## src/rtl/fifo_rd_packer.sv

```systemverilog
// fifo_rd_packer
// Read-side consumer of the asynchronous FIFO, running in the clk_read domain.
// It pops bytes through the FIFO's empty_flag / Read_enable / data_out
// interface, packs PACK consecutive bytes into one word (first byte in
// lane 0, the LSBs) and presents each word on a valid/ready stream.
//
// Ports:
//   clk_read     FIFO read clock, the only clock
//   rst          synchronous, active-high reset
//   empty_flag   FIFO empty indication
//   data_out     FIFO read data, valid one cycle after Read_enable
//   Read_enable  FIFO pop strobe (combinational, never high while empty)
//   m_data       packed output word
//   m_valid      m_data holds a word
//   m_ready      downstream accepts when m_valid && m_ready
//
// Optional feature, macro RD_PACKER_FLUSH_EN:
//   flush        push out the partial word (unused lanes zero)
//   m_bytes      number of valid bytes in m_data
module fifo_rd_packer #(
    parameter int DATA_WIDTH = 8,
    parameter int PACK       = 4
) (
    input  logic                       clk_read,
    input  logic                       rst,
    input  logic                       empty_flag,
    input  logic [DATA_WIDTH-1:0]      data_out,
    output logic                       Read_enable,
    output logic [DATA_WIDTH*PACK-1:0] m_data,
    output logic                       m_valid,
    input  logic                       m_ready
`ifdef RD_PACKER_FLUSH_EN
    ,
    input  logic                       flush,
    output logic [$clog2(PACK+1)-1:0]  m_bytes
`endif
);

    localparam int CW = $clog2(PACK + 1);
    localparam int W  = DATA_WIDTH * PACK;
    localparam logic [CW:0]   PACK_X = (CW + 1)'(PACK);
    localparam logic [CW-1:0] PACK_C = CW'(PACK);

    logic [W-1:0]  asm_q, asm_d;
    logic [CW-1:0] cnt_q, cnt_d;
    logic          rd_pend_q, rd_pend_d;
    logic [W-1:0]  m_data_q, m_data_d;
    logic          m_valid_q, m_valid_d;

    logic          rd_en;
    logic          xfer;
    logic          emit;
    logic          out_free;
    logic          fill_room;

`ifdef RD_PACKER_FLUSH_EN
    typedef enum logic {FILL, FLUSH_WAIT} state_e;
    state_e        state_q, state_d;
    logic [CW-1:0] m_bytes_q, m_bytes_d;
    logic          flush_go;
`endif

    always_comb begin
        asm_d     = asm_q;
        cnt_d     = cnt_q;
        m_data_d  = m_data_q;
        m_valid_d = m_valid_q;

        out_free  = !m_valid_q || m_ready;
        // Bytes held plus the one in flight; the extra bit keeps PACK+1 representable.
        fill_room = ({1'b0, cnt_q} + {{CW{1'b0}}, rd_pend_q}) < PACK_X;

`ifdef RD_PACKER_FLUSH_EN
        state_d   = state_q;
        m_bytes_d = m_bytes_q;
        xfer      = (state_q == FILL) && (cnt_q == PACK_C) && out_free;
        // Flush completes only once the in-flight byte has landed.
        flush_go  = (state_q == FLUSH_WAIT) && !rd_pend_q && out_free;
        if ((state_q == FILL) && flush && !xfer && ((cnt_q != '0) || rd_pend_q))
            state_d = FLUSH_WAIT;
        if (flush_go)
            state_d = FILL;
        emit  = xfer || (flush_go && (cnt_q != '0));
        rd_en = !rst && !empty_flag && (state_q == FILL) && (fill_room || xfer);
`else
        xfer  = (cnt_q == PACK_C) && out_free;
        emit  = xfer;
        rd_en = !rst && !empty_flag && (fill_room || xfer);
`endif

        rd_pend_d = rd_en;

        // Capture the byte popped last cycle into lane cnt.
        if (rd_pend_q) begin
            for (int i = 0; i < PACK; i++) begin
                if (cnt_q == CW'(i))
                    asm_d[i*DATA_WIDTH +: DATA_WIDTH] = data_out;
            end
            cnt_d = cnt_q + CW'(1);
        end

        // Emit never coincides with a capture (rd_pend is 0 when full or
        // flushing), so clearing asm here cannot drop a byte. Clearing keeps
        // unused lanes of a flushed partial word at zero.
        if (emit) begin
            m_data_d  = asm_q;
            m_valid_d = 1'b1;
            cnt_d     = '0;
            asm_d     = '0;
`ifdef RD_PACKER_FLUSH_EN
            m_bytes_d = cnt_q;
`endif
        end else if (m_valid_q && m_ready) begin
            m_valid_d = 1'b0;
        end
    end

    always_ff @(posedge clk_read) begin
        if (rst) begin
            asm_q     <= '0;
            cnt_q     <= '0;
            rd_pend_q <= 1'b0;
            m_data_q  <= '0;
            m_valid_q <= 1'b0;
`ifdef RD_PACKER_FLUSH_EN
            state_q   <= FILL;
            m_bytes_q <= '0;
`endif
        end else begin
            asm_q     <= asm_d;
            cnt_q     <= cnt_d;
            rd_pend_q <= rd_pend_d;
            m_data_q  <= m_data_d;
            m_valid_q <= m_valid_d;
`ifdef RD_PACKER_FLUSH_EN
            state_q   <= state_d;
            m_bytes_q <= m_bytes_d;
`endif
        end
    end

    assign Read_enable = rd_en;
    assign m_data      = m_data_q;
    assign m_valid     = m_valid_q;
`ifdef RD_PACKER_FLUSH_EN
    assign m_bytes     = m_bytes_q;
`endif

endmodule

```

## config.mk

```make
export PLATFORM = sky130hd
export DESIGN_NAME = fifo_rd_packer
export DESIGN_NICKNAME = d
export VERILOG_FILES = /design/src/rtl/fifo_rd_packer.sv
export SDC_FILE = /design/constraint.sdc
export NUM_CORES = 1
export LEC_CHECK = 0
export BUFFER_PORTS_ARGS = -buffer_cell sky130_fd_sc_hd__buf_2
export CORE_UTILIZATION = 55
export CTS_CLUSTER_SIZE = 25
export DETAILED_ROUTE_END_ITERATION = 12
export PLACE_DENSITY = 0.78
export SLEW_MARGIN = 10
export SYNTH_ARGS = -nofsm -noshare
export SYNTH_HDL_FRONTEND = slang
export SYNTH_SLANG_ARGS = --single-unit
export TNS_END_PERCENT = 10
```

## constraint.sdc

```tcl
create_clock -name clk_read -period 2.2 [get_ports clk_read]
set_input_delay 0.44 -clock clk_read [delete_from_list [all_inputs] [get_ports clk_read]]
set_output_delay 0.44 -clock clk_read [all_outputs]
set_load 0.03 [all_outputs]
```

After elaboration in Yosys (flattened, before gate mapping). Cells that the tools add are included.

Flip-flop bits (word level): 69. Bits in latches: 0. Bits in writable memories: 0. ROM bits: 0. Input bits: 12. Output and inout bits: 34. Word-level logic and storage cells: 33. Memories kept: 0.

Add/subtract/negate cells: 2. Multipliers: 0. Divide/modulo/power cells: 0. Magnitude comparators: 1. Eq/ne operators: 4. Shift operators: 0. Mux-type cells: 2. Bitwise gates (word level): 0. Reduce and logical (&&, ||, !) cells: 16.

Operators by type and width (number): $reduce_and 2->1 (4); $eq 3x2->1 const B (2); $add 3x1->4 (1); $logic_and 1x1->1 (4); $lt 4x3->1 const B (1); $add 3x1->3 const B (1); $eq 3x1->1 const B (1); $eq 3x3->1 const B (1); $logic_not 1->1 (3); $logic_not 3->1 (1); $logic_or 1x1->1 (2); $mux 1 (2); $reduce_bool 2->1 (1); $reduce_or 2->1 (1).

Longest topological paths before layout.
Word-level depth: 5. Gate-level depth with buffers: 8. Gate-level depth less buffers: 5.

Least setup slack after synthesis. OpenSTA, ideal clock, no wires.

Path kind: reg2out. Start: register cnt_q[0]. End: output port Read_enable. Data arrival time: 1568 ps. Required time: 1760 ps. Slack: 192 ps. Cell stages (with the launch flop): 7. Path buffers: 1. Cell sequence: dfxtp_1 > inv_1 > ha_1 > and2_1 > buf_2 > a21oi_1 > nor3_1.

Cells in the longest elaborated chain, start to end: 4. Elaborated cells between the ends (all ways): 6. Classes of those cells: add/sub: 1; order compare: 1; eq/ne: 1; reduce/logical: 3.

RTL lines: start: declaration (line 45) `logic [CW-1:0] cnt_q, cnt_d;`; start signal: assignment (line 131) `cnt_q <= cnt_d;`; $add 3x1->4 / $eq 3x3->1 (equally long branches) (line 71, 86); $lt 4x3->1 / $logic_and 1x1->1 (equally long branches) (line 71, 86); $logic_or 1x1->1 * (line 88) `rd_en = !rst && !empty_flag && (fill_room || xfer);`; $logic_and 1x1->1 * (line 88); end: declaration (line 28) `output logic Read_enable,`.

Mark *: on every way between the ends. The rest lies on a longest branch, timed or not.

Worst setup path after layout. Ends and elaborated chain as after synthesis.

==> results.cfg <==
[global_route]
grt_pass1_wl_microns = 9411
grt_pass1_vias = 2009
grt-ovfl-total = 0
grt_max_degree = 34
grt_usage_pct = 23.98
antenna_found_initial = 0

[sta]
rsz0062_at_grt = false
hold_slack_ns = 0.2824
slew_violations = 0
max_freq_mhz = 469.8
tns_ns = 0
worst_pin_slew_ns = 0.6097
period_needed_ns = 2.129
timing.final.crit_share_pct = 96.75
finalHoldViolCount = 0
finalClockSkew_ns = 0.005907
max-slew-margin-rel_pct = 59.23
setup_viol = 0

[route]
route.vias.total = 2166
ant_nets = 0
drtPass1Iterations = 4
viasPerCell = 5.611
wl_per_cell_microns = 14.44
drt_wl_total_microns = 5573
drc = 0
drt-initial-drc-count = 146

[floorplan]
die_w_microns = 71.58
initial_core_util_pct = 59.11
rows = 24
die_area_sq_um = 5123
ios = 46
die_height_microns = 71.58
coreArea_sq_um = 4504

[place]
gp_congestion = 0.7882
placed_area_sq_um = 2867
dp_hpwl_microns = 3590
dp_cells = 370
portBuffers = 45

[synthesis]
synthesis.nets = 310
synth_area_sq_um = 2663
seq_area_frac_synth_pct = 51.88
synth.most_common_cell = dfxtp_1
yosysTopAreaCell = dfxtp_1
syn_avg_cell_area_sq_um = 9.087
synth.area.top_cells = dfxtp_1 52%, mux2i_1 9.4%, nand3_1 7.5%
synthArstFlopShare_pct = 0
synth_seq_cells = 69
synth_top_area_share_pct = 51.88
synthDistinctLibCells = 25
synth_ff_type = dfxtp_1
postSynthCellCount = 293
synth_edf_count = 0
yosysWarnings = 0
synth_common_cells = 69 x dfxtp_1, 40 x nand3_1, 38 x a21oi_1, 31 x o21ai_0, 27 x nor2_1

[critical_path]
worstSetupPathType = reg2out
worstPathMaxFanout = 5
worst_setup_path_end_kind = primary output
worstPathCellList = inv_1, ha_1, and2_1, a21oi_1, nor3_1, buf_2
required_ns = 1.76
cpPeakStageDelay_ns = 0.38
cp-start-kind = flop
arrival_ns = 1.69
crit_slowest_cell = dfxtp_2

[power_and_ir_drop]
powerDensity_nw_per_um2 = 834.3
total_power_mw = 2.572
p_leak_nw = 1.351
ir_worst_vdd_v = 0.0004920

[cts]
postCtsSetupBuffers = 0
max-clock-path-buffers = 2
h-tree-depth = 3
cts-buffers-inserted = 9
cts.sinks = 69
clkTransAtPathRegs_ns = 0.07
cts_tree = done
clock-root-buffer = clkbuf_8
worstSkewPairLatency_ns = 0.34

[final_layout]
stdcell_area_sq_um = 3083
stdcell_count = 386
fin_nets = 346
area_delta_synth_final_pct = 15.79
drive_gt1_share_pct = 22.75
antenna_cells = 0

[min_path]
min_path_type = in2reg

[flow_run]
drv_cap = 0

[status]
status = complete, no violations
[routing by layer]
| layer | up-vias | wire length (microns) | GRT usage [%] |
|---|---|---|---|
| li1 | 1082 | - | - |
| met1 | 1010 | 2568 | 30.86 |
| met2 | 59 | 2602 | 37.57 |
| met3 | 15 | 279 | 6.892 |
| met4 | 0 | 123 | 11.11 |
| met5 | - | 0 | 0 |
[through the flow]
step           utilization, %  setup slack [ns]
2_1_floorplan               -            0.1922
3_3_place_gp            63.64            0.5005
3_5_place_dp            63.64            0.4241
4_1_cts                 68.42           0.04569
5_1_grt                 68.44           0.01272
6_report                68.44           0.07140
[worst max-delay path: cells and delay by family (launching register included)]
kind | cells | cell delay, ns
simple gates | 2 | 0.27
fa+ha+maj | 1 | 0.23
flops | 1 | 0.38
compound gates | 1 | 0.21
buf+inv | 2 | 0.26
[layout by cell type (no fill, tap or decap), drive strengths merged, types with 3 or more instances in the layout]
cell type / instances
buf: 53
o21ai: 32
nor2: 27
dfxtp: 69
ha: 5
nand3b: 3
clkbuf: 9
clkinv: 3
nand2: 10
inv: 3
nand3: 40
mux2i: 25
a21oi: 42
[what timing repair did]
item / 4_1_cts / 5_1_grt
hold buffers: 0 / 0
setup endpoints to repair: 1 / 1
gates resized for setup: 1 / 1
[power by group]
group	switching, mW	total, mW	internal (mW)	leakage [nW]
logic	0.120	0.176	0.0559	0.688
clock network	0.480	1.11	0.631	0.105
registers	0.0159	1.28	1.27	0.558
total	0.616	2.57	1.96	1.35
[final cells by class]
type                    count  area [sq um]
well taps                  52         65.06
multi-input cells         193          1124
flip-flops and latches     69          1384
inverters                   3         11.26
fillers                   378          1421
repair buffers             53         285.3
clock buffers               9         123.9
clock inverters             7         90.09
[worst paths after layout]
kind,startpoint,to,slack [ns],cells past startpoint
worst min-delay path,empty_flag,rd_pend_q,0.28,2
worst max-delay path,cnt_q[0],Read_enable,0.07,6
worst max register to register,cnt_q[0],asm_q[22],0.44,6
worst min register to register,asm_q[26],asm_q[26],0.46,2
[state kept, by name, summed over array words and instances (netlist names)]
signal / cells
asm_q: 32
rd_pend_q: 1
m_valid: 1
cnt_q: 3
m_data: 32
[cell families (layout without fill, tap and decap cells)]
group                      count (synthesis)  after routing  synth area share (%)
AOI/OAI and AO/OA                         77             77                 15.46
DFF                                       69             69                 51.88
xor gates and xnor gates                   1              1                0.3290
muxes                                     25             25                 9.398
and+or+nand+nor                           85             85                 14.66
buffers and inverters                     31             72                 5.921
adders and majority gates                  5              5                 2.350
No activity file was read; power rests on OpenSTA's default activity.
